$ cat config.mk
export PLATFORM = sky130hd
export DESIGN_NAME = motores_pwm
export DESIGN_NICKNAME = d
export VERILOG_FILES = /design/src/rtl/motores_pwm.sv
export SDC_FILE = /design/constraint.sdc
export NUM_CORES = 1
export LEC_CHECK = 0
export BUFFER_PORTS_ARGS = -buffer_cell sky130_fd_sc_hd__buf_2
export CORE_UTILIZATION = 46
export CTS_BUF_LIST = sky130_fd_sc_hd__clkbuf_4 sky130_fd_sc_hd__clkbuf_8 sky130_fd_sc_hd__clkbuf_16
export CTS_CLUSTER_DIAMETER = 50
export DETAILED_ROUTE_END_ITERATION = 8
export MAX_ROUTING_LAYER = met4
export PLACE_DENSITY = 0.69
export SYNTH_ARGS = -nofsm -noshare
export SYNTH_HDL_FRONTEND = slang
export SYNTH_SLANG_ARGS = --single-unit
$ cat constraint.sdc
create_clock -name clk -period 4.2 [get_ports clk]
set_input_delay 0.63 -clock clk [delete_from_list [all_inputs] [get_ports clk]]
set_output_delay 0.63 -clock clk [all_outputs]
set_load 0.03 [all_outputs]
$ cat src/rtl/motores_pwm.sv
// H-bridge driver for the L298: PWM speed control, timed moves counted in PWM
// periods, and a forced coast interval whenever the bridge pattern changes.
module motores_pwm #(
  parameter int CNT_W       = 8,
  parameter int DUR_W       = 16,
  parameter int DEAD_CYCLES = 64
) (
  input  logic             clk,
  input  logic             rst,
  input  logic             cmd_valid,
  output logic             cmd_ready,
  input  logic [2:0]       cmd_mov,
  input  logic [CNT_W-1:0] cmd_duty,
  input  logic [DUR_W-1:0] cmd_dur,
  output logic [3:0]       IN,
  output logic [1:0]       EN,
  output logic             busy,
  output logic             done
);

  localparam int                DEAD_W    = $clog2(DEAD_CYCLES + 1);
  localparam logic [CNT_W-1:0]  CNT_MAX   = '1;
  localparam logic [DEAD_W-1:0] DEAD_LAST = DEAD_W'(DEAD_CYCLES - 1);
  localparam logic [3:0]        PAT_FRENO = 4'b1111;

  typedef enum logic [1:0] {IDLE, DEAD, RUN} state_t;

  state_t             state, state_d;
  logic [3:0]         pat_q, pat_d, new_pat;
  logic [CNT_W-1:0]   duty_q, duty_d;
  logic [DUR_W-1:0]   dur_q, dur_d;
  logic [CNT_W-1:0]   cnt, cnt_d;
  logic [DEAD_W-1:0]  dead_cnt, dead_d;
  logic               done_d;
  logic               accept;

  function automatic logic [3:0] decode(input logic [2:0] mov);
    case (mov)
      3'd1:    decode = 4'b1001;  // RETROCESO
      3'd2:    decode = 4'b0110;  // AVANCE
      3'd3:    decode = 4'b0101;  // GIROD
      3'd4:    decode = 4'b1010;  // GIROI
      3'd5:    decode = PAT_FRENO;
      default: decode = 4'b0000;  // PAUSA and unused codes
    endcase
  endfunction

  assign cmd_ready = (state != DEAD);
  assign accept    = cmd_valid && cmd_ready;
  assign new_pat   = decode(cmd_mov);

  always_comb begin
    // NOTE: every signal gets a default first so no path leaves it unassigned (no latches).
    state_d = state;
    pat_d   = pat_q;
    duty_d  = duty_q;
    dur_d   = dur_q;
    cnt_d   = cnt;
    dead_d  = dead_cnt;
    done_d  = 1'b0;

    if (accept) begin
      // A new command always wins over an expiring timed move.
      pat_d  = new_pat;
      duty_d = cmd_duty;
      dur_d  = cmd_dur;
      cnt_d  = '0;
      dead_d = '0;
      if (new_pat == 4'b0000)                     state_d = IDLE;
      else if (state == RUN && new_pat != pat_q)  state_d = DEAD;
      else                                        state_d = RUN;
    end else begin
      case (state)
        DEAD: begin
          if (dead_cnt == DEAD_LAST) begin
            state_d = RUN;
            cnt_d   = '0;
          end else begin
            dead_d = dead_cnt + DEAD_W'(1);
          end
        end
        RUN: begin
          cnt_d = cnt + CNT_W'(1);
          if (cnt == CNT_MAX && dur_q != '0) begin
            dur_d = dur_q - DUR_W'(1);
            if (dur_q == DUR_W'(1)) begin
              state_d = IDLE;
              done_d  = 1'b1;
            end
          end
        end
        default: ;
      endcase
    end
  end

  // NOTE: sequential state uses non-blocking assignments so all flops update together.
  always_ff @(posedge clk or posedge rst) begin
    if (rst) begin
      state    <= IDLE;
      pat_q    <= '0;
      duty_q   <= '0;
      dur_q    <= '0;
      cnt      <= '0;
      dead_cnt <= '0;
      IN       <= '0;
      busy     <= 1'b0;
      done     <= 1'b0;
    end else begin
      state    <= state_d;
      pat_q    <= pat_d;
      duty_q   <= duty_d;
      dur_q    <= dur_d;
      cnt      <= cnt_d;
      dead_cnt <= dead_d;
      IN       <= (state_d == RUN) ? pat_d : 4'b0000;
      busy     <= (state_d != IDLE);
      done     <= done_d;
    end
  end

  // Enables depend only on registered state, so there is no input-to-output path.
  assign EN = (state != RUN)       ? 2'b00 :
              (pat_q == PAT_FRENO) ? 2'b11 :
                                     {2{cnt < duty_q}};

endmodule

==> results.json <==
{
  "fin_cells": 432,
  "fill_cells": 590,
  "ys_warn_count": 0,
  "status": "finished clean",
  "worstSkewPairLatency_ns": 0.30,
  "fmax_mhz": 353,
  "drc": 0,
  "p_per_area_mw_per_mm2": 474,
  "routed_wl_mm": 6.12,
  "relSlewSlack_pct": 30.2,
  "core_area_mm2": 0.00635,
  "power_mw": 1.58,
  "ant_nets": 0,
  "clockBufferDepth": 2,
  "hold_path_class": "flop to flop",
  "synth_nets": 370,
  "port_buffers": 38,
  "dr.pass1.iters": 4,
  "cts_tree": "built",
  "p_leak_nw": 1.45,
  "drive_above_1_share_pct": 15.8,
  "routedWlPerCell_um": 14.2,
  "yosys.area.top_type_share_pct": 42.0,
  "cp.required_ns": 3.57,
  "num_vias": 2459,
  "rsz0062_at_grt": "false",
  "period_share_pct": 67.4,
  "antenna_cells": 0,
  "fp.dieH_um": 83.3,
  "cts_max_level": 2,
  "synth_ff_type": "dfrtp_1",
  "nNetsFinal": 398,
  "peakVddDrop_v": 0.000325,
  "worstPathMaxFanout": 8,
  "worstMarginPinSlew_ns": 1.05,
  "clockRootBuffer": "clkbuf_8",
  "endpoint_kind": "primary output",
  "crit_arrival_ns": 2.20,
  "async_flop_share_pct": 100,
  "timing.rr.end": "IN[3]$_DFF_PP0_",
  "syn_area_per_cell_um2": 9.32,
  "synth_edf_count": 0,
  "r2r_setup_slack_ns": 1.40,
  "num_rows": 29,
  "period_minus_slack_ns": 2.83,
  "netlist.top_cell.by_area": "dfrtp_1",
  "post_cts_buffers": 0,
  "ios": 39,
  "dieArea_mm2": 0.00693,
  "setup_viol": 0,
  "cts.sinks": 51,
  "criticalPathCategory": "flop to primary output",
  "drt_iter0_drc": 141,
  "fin_worst_skew_ns": 0.00265,
  "yosys.cell_count.top_type": "dfrtp_1",
  "fin_setup_tns_ns": 0,
  "maxCapViolations": 0,
  "cts_made_buffers": 5,
  "ctsHoldBuffers": 0,
  "cts_resized": 0,
  "synthesis.area_mm2": 0.00304,
  "grt_usage_pct": 19.6,
  "grt_pass1_wl_mm": 10.8,
  "ys_top_cells_by_area": "dfrtp_1 42%, ha_1 5.8%, o21ai_0 5.3%, nand2_1 5.2%, xnor2_1 5.2%",
  "routed_via_density": 5.69,
  "antenna_found_initial": 0,
  "clk_pin_slew_ns": 0.09,
  "die_w_um": 83.3,
  "hpwl_mm": 4.29,
  "ys_ff_latch": 51,
  "placed_cells": 424,
  "yosysUniqueCellTypes": 55,
  "start_kind": "flop",
  "start_util_pct": 47.8,
  "grt-ovfl-total": 0,
  "multi_input_area_mm2": 0.00159,
  "grt_start_max_net_pins": 56,
  "r2r-start": "dur_q[5]$_DFFE_PP0P_",
  "place_congestion": 0.834,
  "worstSetupStartpoint": "cnt[5]$_DFFE_PP0P_",
  "area_growth_pct": 9.35,
  "synth_commonest_cells": "51 x dfrtp_1, 42 x nand2_1, 32 x o21ai_0",
  "hold_viol": 0,
  "synthCells": 326,
  "regArea_mm2": 0.00128,
  "grt_pass1_vias": 2407,
  "reg2regPathDepth": 5,
  "endpoint": "EN[0]",
  "yosysSeqAreaShare_pct": 42.0,
  "hp-start": "duty_q[0]$_DFFE_PP0P_",
  "drv_slew": 0
}
-- metrics by stage --
stage,util [%],instance area (um^2),worst slack (ns),hold WS [ns]
final,52.3,3320,1.37,0.483
after global routing,52.3,3320,1.12,0.504
after CTS,52.3,3320,1.34,0.491
after detailed placement,50.9,3230,1.39,0.469
after global placement,50.9,3230,1.56,0.467
after floorplan,-,3040,1.38,0.447
-- worst max-delay path, stage by stage (launching register included) --
cell and delay (ns):
dfrtp_1 0.47, ha_1 0.35, a21oi_1 0.13, o21ai_0 0.08, nor3_1 0.12, o21ai_0 0.14
a21boi_0 0.34, buf_2 0.27
-- flip-flops by register name (all words and copies together), names as in the netlist --
name and count:
dur_q 16, cnt 8, duty_q 8, dead_cnt 7, IN 4, pat_q 4, state 2, busy 1
done 1
-- layout make-up --
| type | count | share of cell area [%] |
|---|---|---|
| clock buffers | 7 | 2.52 |
| inverters | 19 | 2.15 |
| multi-input cells | 238 | 47.9 |
| repair buffers | 39 | 5.95 |
| well taps | 77 | 2.90 |
| flip-flops and latches | 51 | 38.4 |
| clock inverters | 1 | 0.151 |
-- routing by layer --
| layer | up-vias | part of all wire (%) | GRT usage (%) |
|---|---|---|---|
| met1 | 1165 | 49 | 25.9 |
| met4 | 0 | 1.0 | 4.86 |
| met2 | 46 | 46 | 31.5 |
| met5 | - | 0 | - |
| li1 | 1239 | - | - |
| met3 | 9 | 3.5 | 3.18 |
-- layout by cell type, fill, tap and decap left out, drive strengths merged, types with 2 or more instances in the layout --
cell type  synthesis  layout
dfrtp             51      51
nand2             42      42
buf                6      39
o21ai             34      34
inv               19      19
xnor2             18      18
ha                14      14
nand3             12      12
a211oi            11      11
nor2              11      11
nand4              8       8
clkbuf            11       7
nand2b             6       6
a21oi              6       6
a31oi              6       6
a22o               6       6
nor3b              5       5
nor3               4       4
and4               4       4
a21o               4       4
o31ai              4       4
or3                4       4
a2111oi            4       4
o311ai             3       3
nor2b              3       3
nor4               2       2
nor4b              2       2
or4                2       2
and2               2       2
a32o               2       2
nor4bb             2       2
xor2               2       2
and3               2       2
-- report_power, final --
part | switching, mW | internal (mW) | total [mW]
Clock | 0.156 | 0.130 | 0.286
Combinational | 0.374 | 0.214 | 0.588
Sequential | 0.100 | 0.601 | 0.702
Total | 0.630 | 0.946 | 1.58
-- how the worst min path moves through the flow --
stage	slack, ns	to	depth (start not counted)
6_report	0.48	duty_q[0]$_DFFE_PP0P_	2
5_1_grt	0.50	duty_q[0]$_DFFE_PP0P_	2
4_1_cts	0.49	duty_q[0]$_DFFE_PP0P_	2
3_5_place_dp	0.47	duty_q[0]$_DFFE_PP0P_	2
3_3_place_gp	0.47	duty_q[0]$_DFFE_PP0P_	2
2_1_floorplan	0.45	duty_q[0]$_DFFE_PP0P_	2
-- cell families (layout without fill, tap and decap cells) --
logic type               after synthesis  count (layout)  synth area share (%)
AND/OR/NAND/NOR                      114             114                  20.3
AO/OA/AOI/OAI                         89              89                  20.0
flip-flops                            51              51                  42.0
buffers and inverters                 37              66                  5.85
XOR/XNOR                              20              20                  5.77
adder cells (fa/ha/maj)               14              14                  5.77
multiplexers                           1               1                 0.330
(Power assumes the default switching activity.)
